`src/rtl/counter_seq_pkg.sv`:
```
// Shared types for the counter sequencer: FSM state encoding and phase-table entry layout.
// Latency: n/a (types only).
// Backpressure: n/a (types only).
package counter_seq_pkg;

    localparam int SEQ_CNT_W = 32;
    localparam int SEQ_REP_W = 8;

    typedef enum logic [1:0] {
        IDLE = 2'd0,
        LOAD = 2'd1,
        RUN  = 2'd2
    } seq_state_t;

    // One phase of the playback pattern. repeat_cnt counts extra overflows
    // beyond the first, so 0 means the phase runs exactly once.
    typedef struct packed {
        logic [SEQ_CNT_W-1:0] cap;
        logic [SEQ_CNT_W-1:0] load_val;
        logic [SEQ_REP_W-1:0] repeat_cnt;
    } seq_entry_t;

endpackage

```
`src/rtl/counter_seq_table.sv`:
```
// Phase table: DEPTH x seq_entry_t register file, one synchronous write port, one combinational read port.
// Latency: write visible on the read port the cycle after the write strobe; read is same-cycle.
// Backpressure: none, writes are accepted every cycle.
//
// Ports: clk/reset (sync, active-high, clears all entries); we/waddr/wdata write port;
//        raddr/rdata combinational read port.
module counter_seq_table
    import counter_seq_pkg::*;
#(
    parameter int DEPTH = 4,
    parameter int AW    = $clog2(DEPTH)
) (
    input  logic          clk,
    input  logic          reset,
    input  logic          we,
    input  logic [AW-1:0] waddr,
    input  seq_entry_t    wdata,
    input  logic [AW-1:0] raddr,
    output seq_entry_t    rdata
);

    seq_entry_t mem [DEPTH];

    always_ff @(posedge clk) begin
        if (reset) begin
            for (int i = 0; i < DEPTH; i++) begin
                mem[i] <= '0;
            end
        end else if (we) begin
            mem[waddr] <= wdata;
        end
    end

    // Reading the array (not the write data) means a same-cycle write and
    // read of one entry returns the old contents.
    assign rdata = mem[raddr];

endmodule

```
`src/rtl/counter_sequencer.sv`:
```
// Plays a programmed table of cap/start-value phases into the counter core, advancing on core overflow.
// Latency: start -> load pulse 1 cycle later -> enable 2 cycles later; overflow -> next load 1 cycle later.
// Backpressure: none; start while busy is dropped, stop aborts from any state and wins over start/overflow.
//
// Ports:
//   clk, reset                  clock, synchronous active-high reset
//   prog_we/addr/cap/load_val/repeat   table write port (usable at any time)
//   cfg_last_idx, cfg_loop      sequence shape, captured on start
//   start, stop, overflow       control pulses and core overflow
//   enable, auto_restart, cap, load, load_val   registered drive to the counter core
//   busy, cur_idx, done         status
module counter_sequencer
    import counter_seq_pkg::*;
#(
    parameter int DEPTH = 4,
    parameter int AW    = $clog2(DEPTH)
) (
    input  logic          clk,
    input  logic          reset,
    input  logic          prog_we,
    input  logic [AW-1:0] prog_addr,
    input  logic [31:0]   prog_cap,
    input  logic [31:0]   prog_load_val,
    input  logic [7:0]    prog_repeat,
    input  logic [AW-1:0] cfg_last_idx,
    input  logic          cfg_loop,
    input  logic          start,
    input  logic          stop,
    input  logic          overflow,
    output logic          enable,
    output logic          auto_restart,
    output logic [31:0]   cap,
    output logic          load,
    output logic [31:0]   load_val,
    output logic          busy,
    output logic [AW-1:0] cur_idx,
    output logic          done
);

    seq_state_t state, state_n;

    logic [AW-1:0]        idx, idx_n;
    logic [AW-1:0]        last_q, last_n;
    logic                 loop_q, loop_n;
    logic [SEQ_REP_W-1:0] rep_left, rep_n;

    logic [SEQ_CNT_W-1:0] cap_q, cap_n;
    logic [SEQ_CNT_W-1:0] lv_q, lv_n;
    logic                 enable_q, enable_n;
    logic                 auto_q, auto_n;
    logic                 load_q, load_n;
    logic                 done_q, done_n;

    logic                 go_load;
    logic [AW-1:0]        load_idx;
    seq_entry_t           wr_entry;
    seq_entry_t           rd_entry;

    assign wr_entry = '{cap: prog_cap, load_val: prog_load_val, repeat_cnt: prog_repeat};

    // The table is read at the index we are about to enter, so the entry is
    // latched into the output registers on the same edge that enters LOAD.
    counter_seq_table #(
        .DEPTH (DEPTH),
        .AW    (AW)
    ) u_table (
        .clk   (clk),
        .reset (reset),
        .we    (prog_we),
        .waddr (prog_addr),
        .wdata (wr_entry),
        .raddr (load_idx),
        .rdata (rd_entry)
    );

    always_ff @(posedge clk) begin
        if (reset) begin
            state <= IDLE;
        end else begin
            state <= state_n;
        end
    end

    always_comb begin
        state_n  = state;
        idx_n    = idx;
        last_n   = last_q;
        loop_n   = loop_q;
        rep_n    = rep_left;
        done_n   = 1'b0;
        go_load  = 1'b0;
        load_idx = idx;

        if (stop) begin
            state_n = IDLE;
        end else begin
            case (state)
                IDLE: begin
                    if (start) begin
                        go_load  = 1'b1;
                        load_idx = '0;
                        last_n   = cfg_last_idx;
                        loop_n   = cfg_loop;
                    end
                end
                LOAD: begin
                    // Overflow here belongs to the previous phase's count; ignore it.
                    state_n = RUN;
                end
                RUN: begin
                    if (overflow) begin
                        if (rep_left != '0) begin
                            rep_n = rep_left - 1'b1;
                        end else if (idx != last_q) begin
                            go_load  = 1'b1;
                            load_idx = idx + 1'b1;
                        end else if (loop_q) begin
                            go_load  = 1'b1;
                            load_idx = '0;
                        end else begin
                            state_n = IDLE;
                            done_n  = 1'b1;
                        end
                    end
                end
                default: state_n = IDLE;
            endcase
        end

        if (go_load) begin
            state_n = LOAD;
            idx_n   = load_idx;
            rep_n   = rd_entry.repeat_cnt;
        end

        cap_n    = go_load ? rd_entry.cap      : cap_q;
        lv_n     = go_load ? rd_entry.load_val : lv_q;
        load_n   = go_load;
        enable_n = (state_n == RUN);
        auto_n   = (state_n == RUN);
    end

    always_ff @(posedge clk) begin
        if (reset) begin
            idx      <= '0;
            last_q   <= '0;
            loop_q   <= 1'b0;
            rep_left <= '0;
            cap_q    <= '0;
            lv_q     <= '0;
            enable_q <= 1'b0;
            auto_q   <= 1'b0;
            load_q   <= 1'b0;
            done_q   <= 1'b0;
        end else begin
            idx      <= idx_n;
            last_q   <= last_n;
            loop_q   <= loop_n;
            rep_left <= rep_n;
            cap_q    <= cap_n;
            lv_q     <= lv_n;
            enable_q <= enable_n;
            auto_q   <= auto_n;
            load_q   <= load_n;
            done_q   <= done_n;
        end
    end

    assign enable       = enable_q;
    assign auto_restart = auto_q;
    assign cap          = cap_q;
    assign load_val     = lv_q;
    assign load         = load_q;
    assign done         = done_q;
    assign cur_idx      = idx;
    assign busy         = (state != IDLE);

endmodule

```
`config.mk`:
```
export PLATFORM = sky130hd
export DESIGN_NAME = counter_sequencer
export DESIGN_NICKNAME = d
export VERILOG_FILES = /design/src/rtl/counter_seq_pkg.sv /design/src/rtl/counter_seq_table.sv /design/src/rtl/counter_sequencer.sv
export SDC_FILE = /design/constraint.sdc
export NUM_CORES = 1
export LEC_CHECK = 0
export CAP_MARGIN = 20
export CORE_ASPECT_RATIO = 0.75
export CORE_MARGIN = 2
export CORE_UTILIZATION = 50
export DETAILED_ROUTE_END_ITERATION = 16
export PLACE_DENSITY_LB_ADDON = 0.12
export SLEW_MARGIN = 25
export SYNTH_ARGS = -nofsm -noshare
export SYNTH_HDL_FRONTEND = slang
export SYNTH_SLANG_ARGS = --single-unit
```
`constraint.sdc`:
```
create_clock -name clk -period 5.19 [get_ports clk]
set_clock_uncertainty 0.15 [all_clocks]
set_input_delay 1.038 -clock clk [delete_from_list [all_inputs] [get_ports clk]]
set_output_delay 1.038 -clock clk [all_outputs]
set_load 0.1 [all_outputs]
```
==> results of run 1 <==
[per-layer routing]
| metal | GRT usage (%) | vias up |
|---|---|---|
| met5 | 0 | - |
| met3 | 4.24 | 57 |
| met2 | 38.7 | 262 |
| li1 | - | 4907 |
| met4 | 5.88 | 4 |
| met1 | 32.5 | 5213 |
[sequential cells by signal, indices dropped and copies added (netlist names)]
name          cells
auto_restart      1
u_table.mem     288
cur_idx           2
done              1
load_val         32
rep_left          8
loop_q            1
load              1
state             2
last_q            2
cap              32
[power by group]
group,switching (mW),total [mW],internal [mW]
Clock,1.10,2.68,1.58
Combinational,0.468,0.717,0.249
Sequential,0.0708,3.47,3.40
Total,1.64,6.87,5.23
[cell type report]
cell class	instances	share of cell area, %
clock buffer	55	5.47
inverter	6	0.116
sequential	370	52.8
tap	442	2.84
timing repair buffer	176	9.25
antenna	1	0.0128
multi-input combinational	790	28.8
clock inverter	11	0.687
[worst min-delay path by stage]
stage / startpoint / end / cells past startpoint
floorplan: loop_q / loop_q / 2
CTS: loop_q / loop_q / 2
detailed placement: loop_q / loop_q / 2
global placement: loop_q / loop_q / 2
finish: loop_q / loop_q / 2
global route: loop_q / loop_q / 2
[per-stage QoR]
| step | hold slack [ns] | cell area (sq um) |
|---|---|---|
| 2_1_floorplan | 0.298 | 16300 |
| 3_3_place_gp | 0.314 | 18300 |
| 3_5_place_dp | 0.317 | 18300 |
| 4_1_cts | 0.327 | 19500 |
| 5_1_grt | 0.338 | 19500 |
| 6_report | 0.329 | 19500 |
[critical path, delay by kind of cell]
family                 cells  cell delay (ns)
AOI/OAI and AO/OA          2             0.40
buffers and inverters      2             0.98
and+or+nand+nor            4             1.48
[cells in the mapped netlist (all sizes together), types with 4 or more instances]
| library cell | count |
|---|---|
| clkbuf | 58 |
| mux2i | 80 |
| or2 | 4 |
| xor2 | 5 |
| nor3b | 4 |
| edfxtp | 288 |
| nor3 | 6 |
| o21ai | 5 |
| a21oi | 6 |
| nand2 | 20 |
| nand2b | 4 |
| dfxtp | 82 |
| inv | 6 |
| o221ai | 7 |
| nand3b | 65 |
| and2 | 289 |
| nor2 | 71 |
| a21o | 64 |
| o32ai | 65 |
| a22oi | 64 |
| buf | 42 |
[logic make-up after synthesis]
| logic type | after synthesis | share of synthesized area (%) |
|---|---|---|
| XOR/XNOR | 6 | 0.322 |
| buffers and inverters | 106 | 3.02 |
| AO/OA/AOI/OAI | 225 | 10.9 |
| adder cells (fa/ha/maj) | 2 | 0.153 |
| AND/OR/NAND/NOR | 477 | 17.6 |
| multiplexers | 80 | 4.91 |
| flip-flops | 370 | 63.1 |
==> impl_metrics.env, run 1 <==
export IMPL_syn_cell_area_sq_mm=0.0163
export IMPL_place_inst=1784
export IMPL_maxCapViolations=0
export IMPL_cts_buffers_inserted=38
export IMPL_ys_warnings_count=0
export IMPL_r2r_end="cap[9]"
export IMPL_maxUsedRoutingLayer="met5"
export IMPL_peakVddDrop_v=0.000226
export IMPL_hp_class="flop to flop"
export IMPL_layout_drive_gt1_share_pct=6.68
export IMPL_setup_viol=0
export IMPL_p_leak_nw=7.45
export IMPL_via_per_inst=5.64
export IMPL_grt_first_pass_wirelength_um=61000
export IMPL_synth_flop_cell="edfxtp_1"
export IMPL_synthTopCellsByArea="edfxtp_1 (53%), and2_1 (11%), dfxtp_1 (10%)"
export IMPL_gp_congestion=0.845
export IMPL_rrSetupSlack_ns=1.76
export IMPL_wl_met3_um=2200
export IMPL_die_area_sq_mm=0.0341
export IMPL_avgRoutedWirePerCell_um=21.5
export IMPL_r2r_start="rep_left[0]"
export IMPL_cp_endpoint="load_val[19]"
export IMPL_cts_setup_buffers=0
export IMPL_firstDrtPassIters=5
export IMPL_holdBufCountCts=0
export IMPL_arrival_ns=3.98
export IMPL_start_util_pct=50.6
export IMPL_finalCritPeriodShare_pct=71.7
export IMPL_min_period_ns=3.72
export IMPL_fin_util_pct=60.5
export IMPL_yosysTopAreaCell="edfxtp_1"
export IMPL_ios=154
export IMPL_status="finished clean"
export IMPL_wl_um=39800
export IMPL_h_tree_depth=2
export IMPL_ff_latch_area_sq_mm=0.0103
export IMPL_antenna_found_initial=3
export IMPL_m1WireLength_um=17900
export IMPL_numPortBuffers=153
export IMPL_vias=10443
export IMPL_syn_inst=1266
export IMPL_power_mw=6.87
export IMPL_ys_seq_elements=370
export IMPL_critPathMaxFanout=49
export IMPL_cts_tree="done"
export IMPL_cts_clk_slew_worst_paths_ns=0.06
export IMPL_slew_headroom_pct=27.3
export IMPL_syn_avg_cell_area_sq_um=12.9
export IMPL_worst_pin_slew_ns=1.09
export IMPL_groute_usage_overall_pct=23.5
export IMPL_post_place_ws_ns=1.04
export IMPL_cellPowerDensity_mw_per_mm2=352
export IMPL_synth_top_cell_area_share_pct=53.0
export IMPL_cts_root_buf="clkbuf_16"
export IMPL_startpoint="stop"
export IMPL_cts_buffer_depth=3
export IMPL_insertion_delay_ns=0.53
export IMPL_multi_input_area_sq_mm=0.00562
export IMPL_grt_max_degree=131
export IMPL_fillers=2547
export IMPL_chipWidth_um=213
export IMPL_final_cell_mix="and2_1 (288), edfxtp_1 (288), clkdlybuf4s50_1 (153)"
export IMPL_cp_slowest_stage_delay_ns=0.54
export IMPL_fp_row_count=57
export IMPL_max_freq_ghz=0.269
export IMPL_ys_seq_area_share_pct=63.1
export IMPL_cp_end_kind="flop"
export IMPL_crit_chain="clkdlybuf4s50_1, nor3b_1, nand4_1, o21ai_4, nor2b_1, nand2b_4, buf_4, o32ai_1"
export IMPL_post_cts_resized=0
export IMPL_fin_setup_tns_ns=0
export IMPL_drc=0
export IMPL_grt_overflow=0
export IMPL_timing_final_ws_setup_ns=1.47
export IMPL_rr_worst_depth=10
export IMPL_synth_enable_flop_cells=288
export IMPL_drt_iter0_drc=785
export IMPL_antenna_left=0
export IMPL_fin_cells=1851
export IMPL_path_class="primary input to flop"
export IMPL_synthToLayoutAreaGrowth_pct=19.5
export IMPL_worst_setup_path_start_kind="primary input"
export IMPL_ys_types=49
export IMPL_hold_violations=0
export IMPL_grt_pass1_vias=10416
export IMPL_fp_dieH_um=160
export IMPL_worstPathRequired_ns=5.45
export IMPL_async_reset_ff_share_pct=0
export IMPL_synth_nets=1351
export IMPL_fin_nets=1467
export IMPL_dp_hpwl_um=21100
export IMPL_cp_slowest_cell="clkdlybuf4s50_1"
export IMPL_clock_sinks=370
export IMPL_core_sq_mm=0.0322
export IMPL_finalMaxSlewViolations=0
export IMPL_rsz0062_at_grt="false"
export IMPL_met2_length_um=19000
(Power assumes the default switching activity.)
==> run 2, diff against run 1 <==
- clock period: 5.19 -> 3.7 ns (I/O delays scaled with it)
==> run 2 against run 1 <==
Sequential share of layout area fell by 0.63 points. Die area unchanged. Wire length increased by 0.57%. Largest power group unchanged. Highest routed layer unchanged.
==> impl_metrics.env, run 2 (synthesis results as in run 1) <==
export IMPL_status="finished clean"
export IMPL_synthToLayoutAreaGrowth_pct=20.9
export IMPL_clock_sinks=370
export IMPL_max_freq_ghz=0.323
export IMPL_placed_cell_area_sq_mm=0.0185
export IMPL_vias=10471
export IMPL_cts_tree="done"
export IMPL_rr_worst_depth=9
export IMPL_place_inst=1799
export IMPL_hold_violations=0
export IMPL_ios=154
export IMPL_grt_busiest_layer="met2"
export IMPL_fillers=2583
export IMPL_min_period_ns=3.10
export IMPL_cp_slowest_cell="a2111o_2"
export IMPL_maxCapViolations=0
export IMPL_peakVddDrop_v=0.000379
export IMPL_holdBufCountCts=0
export IMPL_numPortBuffers=153
export IMPL_fin_cells=1869
export IMPL_crit_chain="inv_1, ha_1, nor4b_4, o2111ai_1, a2111o_2, buf_4, a21o_1, a22oi_1, o32ai_1"
export IMPL_critPathMaxFanout=38
export IMPL_fp_row_count=57
export IMPL_antenna_found_initial=3
export IMPL_insertion_delay_ns=0.53
export IMPL_worst_pin_slew_ns=0.980
export IMPL_chipWidth_um=213
export IMPL_avgRoutedWirePerCell_um=21.4
export IMPL_gp_congestion=0.809
export IMPL_finalCritPeriodShare_pct=83.8
export IMPL_stdcell_area_sq_mm=0.0197
export IMPL_fin_setup_tns_ns=0
export IMPL_via_per_inst=5.60
export IMPL_start_util_pct=50.6
export IMPL_grt_max_degree=73
export IMPL_grt_pass1_vias=10346
export IMPL_cellPowerDensity_mw_per_mm2=488
export IMPL_cp_slowest_stage_delay_ns=0.75
export IMPL_h_tree_depth=2
export IMPL_largest_register_ffs=288
export IMPL_cts_clk_slew_worst_paths_ns=0.06
export IMPL_rsz0062_at_grt="false"
export IMPL_slew_headroom_pct=34.4
export IMPL_arrival_ns=3.34
export IMPL_whs_path_depth=2
export IMPL_cts_buffer_depth=3
export IMPL_groute_usage_overall_pct=23.9
export IMPL_p_leak_nw=7.63
export IMPL_crit_family="compound AO/OA/AOI/OAI gates"
export IMPL_cts_root_buf="clkbuf_16"
export IMPL_finalMaxSlewViolations=0
export IMPL_grt_overflow=0
export IMPL_fin_nets=1482
export IMPL_setup_viol=0
export IMPL_post_cts_resized=0
export IMPL_hp_class="flop to flop"
export IMPL_layout_drive_gt1_share_pct=9.12
export IMPL_dp_hpwl_um=21900
export IMPL_drc=0
export IMPL_worstPathRequired_ns=3.94
export IMPL_final_cell_mix="and2_1 (288), edfxtp_1 (288), clkdlybuf4s50_1 (135)"
export IMPL_cts_setup_buffers=0
export IMPL_cp_end_kind="flop"
export IMPL_core_sq_mm=0.0322
export IMPL_path_class="flop to flop"
export IMPL_use_met3_pct=4.60
export IMPL_antenna_left=0
export IMPL_use_met1_pct=34.6
export IMPL_firstDrtPassIters=5
export IMPL_fp_dieH_um=160
export IMPL_fin_util_pct=61.2
export IMPL_die_area_sq_mm=0.0341
export IMPL_crit_cells=9
export IMPL_wl_um=40000
export IMPL_worst_setup_path_start_kind="flop"
export IMPL_met2_usage_pct=37.2
export IMPL_drt_iter0_drc=764
export IMPL_regMostFlops="u_table.mem"
export IMPL_timing_hold_ws_ns=0.337
export IMPL_critPathBufInv=2
export IMPL_grt_first_pass_wirelength_um=61800
export IMPL_cts_buffers_inserted=38
==> run 2: changes by cell type in the layout (fill, tap and decap cells not counted) <==
cell             previous run  this run
clkinv_2                    4         2
buf_12                      8        20
clkbuf_1                   13        14
clkbuf_8                    3        12
buf_4                      15        36
clkinv_1                    2         1
clkdlybuf4s50_1           153       135
clkinvlp_4                  1         0
bufinv_16                   3         0
==> run 2: stage by stage <==
step / worst slack (ns) / power [mW]
6_report: 0.600 / 9.63
5_1_grt: 0.416 / 9.95
4_1_cts: 0.625 / 9.69
3_5_place_dp: 0.252 / 5.99
3_3_place_gp: 0.351 / 5.97
2_1_floorplan: 0.576 / 5.58
==> run 2: worst paths after layout <==
check,from,end,slack (ns)
setup / recovery,rep_left[0],cap[5],0.60
setup reg to reg,rep_left[0],cap[5],0.60
hold / removal,loop_q,loop_q,0.34
hold reg to reg,loop_q,loop_q,0.34
==> run 2: cell type report <==
type	count	area [sq um]	share of cell area, %
flip-flops and latches	370	10300	52.2
multi-input cells	790	5620	28.5
repair buffers	191	2020	10.2
clock buffers	65	1190	6.05
well taps	442	553	2.80
clock inverters	4	22.5	0.114
inverters	6	22.5	0.114
diodes	1	2.50	0.0127
==> run 2: power breakdown <==
part           total, mW  internal, mW  switching (mW)
Clock               3.73          2.19            1.54
Sequential          4.87          4.77          0.0982
Combinational       1.03         0.367           0.665
Total               9.63          7.32            2.30
==> run 2: tightest hold or removal path: stages (launching register included) <==
cell	delay (ns)
dfxtp_1	0.32
nand2_1	0.06
a21oi_1	0.06
==> run 2: layer usage <==
metal / vias up / share of wire (%)
li1: 4949 / -
met1: 5194 / 46
met2: 268 / 46
met3: 56 / 6.0
met4: 4 / 1.8
met5: - / 0.057
==> run 3, diff against run 2 <==
- clock period: 3.7 -> 2.9 ns (I/O delays scaled with it)
==> run 3 against run 2 <==
Clock power grew 25%. Utilization grew 0.097 points. Critical path depth grew 1. Register-to-register slack lost 0.41 ns. Non-clock buffer count grew 17. First-iteration DRC count shrank 15%. Critical endpoint is now load_val[27]. Largest power group unchanged. Highest routed layer unchanged.
==> impl_metrics.env, run 3 (synthesis results as in run 1) <==
export IMPL_status="finished clean"
export IMPL_wl_um=40700
export IMPL_gp_congestion=0.851
export IMPL_wl_met3_um=2620
export IMPL_m1WireLength_um=18700
export IMPL_power_frac_seq_pct=50.9
export IMPL_stdcell_area_sq_mm=0.0198
export IMPL_hold_violations=0
export IMPL_startpoint="rep_left[0]"
export IMPL_cellPowerDensity_mw_per_mm2=618
export IMPL_antenna_found_initial=4
export IMPL_insertion_delay_ns=0.53
export IMPL_maxUsedRoutingLayer="met5"
export IMPL_maxCapViolations=0
export IMPL_slew_headroom_pct=61.1
export IMPL_holdBufCountCts=0
export IMPL_chipWidth_um=213
export IMPL_h_tree_depth=2
export IMPL_arrival_ns=2.99
export IMPL_combPwrFrac_pct=10.9
export IMPL_met2_length_um=18700
export IMPL_worst_pin_slew_ns=0.583
export IMPL_placed_cell_area_sq_mm=0.0186
export IMPL_antenna_left=0
export IMPL_fin_setup_tns_ns=0
export IMPL_cts_clk_slew_worst_paths_ns=0.06
export IMPL_vias=10619
export IMPL_regMostFlops="u_table.mem"
export IMPL_p_int_mw=9.23
export IMPL_largest_register_ffs=288
export IMPL_p_leak_nw=7.81
export IMPL_dp_hpwl_um=23000
export IMPL_max_freq_ghz=0.369
export IMPL_p_switching_mw=2.97
export IMPL_min_period_ns=2.71
export IMPL_numPortBuffers=153
export IMPL_clock_sinks=370
export IMPL_fp_row_count=57
export IMPL_power_mw=12.2
export IMPL_start_util_pct=50.6
export IMPL_die_area_sq_mm=0.0341
export IMPL_rsz0062_at_grt="false"
export IMPL_critPathMaxFanout=40
export IMPL_multi_input_area_sq_mm=0.00562
export IMPL_path_class="flop to flop"
export IMPL_drc=0
export IMPL_worstPathRequired_ns=3.18
export IMPL_clkPwrFrac_pct=38.1
export IMPL_fp_dieH_um=160
export IMPL_layout_drive_gt1_share_pct=13.9
export IMPL_finalCritPeriodShare_pct=93.4
export IMPL_fin_nets=1499
export IMPL_cts_tree="done"
export IMPL_groute_usage_overall_pct=24.2
export IMPL_place_inst=1816
export IMPL_avgRoutedWirePerCell_um=21.6
export IMPL_firstDrtPassIters=5
export IMPL_swShare_pct=24.4
export IMPL_cts_root_buf="clkbuf_16"
export IMPL_ff_latch_area_sq_mm=0.0103
export IMPL_peakVddDrop_v=0.000356
export IMPL_fin_cells=1886
export IMPL_core_sq_mm=0.0322
export IMPL_worst_setup_path_start_kind="flop"
export IMPL_ios=154
export IMPL_hp_start="loop_q"
export IMPL_fillers=2561
export IMPL_grt_first_pass_wirelength_um=62900
export IMPL_grt_max_degree=79
export IMPL_finalMaxSlewViolations=0
export IMPL_grt_pass1_vias=10799
export IMPL_timing_hold_ws_ns=0.343
export IMPL_synthToLayoutAreaGrowth_pct=21.1
export IMPL_final_cell_mix="and2_1 (288), edfxtp_1 (288), buf_4 (99)"
export IMPL_grt_overflow=0
export IMPL_cp_end_kind="flop"
export IMPL_cts_buffers_inserted=38
export IMPL_via_per_inst=5.63
export IMPL_r2r_start="rep_left[0]"
export IMPL_setup_viol=0
export IMPL_hp_class="flop to flop"
export IMPL_cts_buffer_depth=3
export IMPL_drt_iter0_drc=651
[run 3: per-stage QoR]
| step | util (%) | setup WS, ns |
|---|---|---|
| finish | 61.3 | 0.193 |
| global route | 61.3 | 0.00629 |
| CTS | 61.3 | 0.123 |
| detailed placement | 57.6 | -0.0842 |
| global placement | 57.6 | -0.0253 |
| floorplan | - | 0.0457 |
[run 3: path summary, 6_finish.rpt]
kind,end,slack (ns),cells after the start
max,load_val[27],0.19,10
min,loop_q,0.34,2
max reg2reg,load_val[27],0.19,10
min reg2reg,loop_q,0.34,2
[run 3: worst max-delay path, cell delays in order, from the launching register on]
cell and delay (ns):
dfxtp_1 0.33, inv_1 0.13, ha_1 0.20, nor4b_4 0.26, buf_4 0.17, nand2_1 0.08
o311ai_4 0.27, buf_4 0.45, a21o_1 0.18, a22oi_1 0.07, o32ai_1 0.29
[run 3: metal layers]
layer / vias to the layer above / track usage [%]
met5: - / 0
li1: 4981 / -
met2: 322 / 38.8
met1: 5263 / 34.4
met3: 51 / 4.36
met4: 2 / 5.98
[run 3: power groups by stage]
stage	Sequential (mW)	Combinational, mW	Clock [mW]
6_report	6.22	1.33	4.66
3_5_place_dp	6.33	1.34	0
3_3_place_gp	6.32	1.32	0
5_1_grt	6.25	1.43	4.97
2_1_floorplan	6.59	0.531	0
4_1_cts	6.22	1.34	4.73
[run 3: layout make-up]
cell class | instances | share of cell area (%)
Sequential cell | 370 | 52.1
Clock inverter | 15 | 0.513
Multi-Input combinational cell | 790 | 28.5
Clock buffer | 53 | 5.41
Tap cell | 442 | 2.80
Inverter | 6 | 0.114
Timing Repair Buffer | 208 | 10.6
Antenna cell | 2 | 0.0253
[run 3: timing repair]
item	in CTS	in global routing
resized for setup	0	1
setup buffers	0	0
endpoints found under the setup margin	0	24
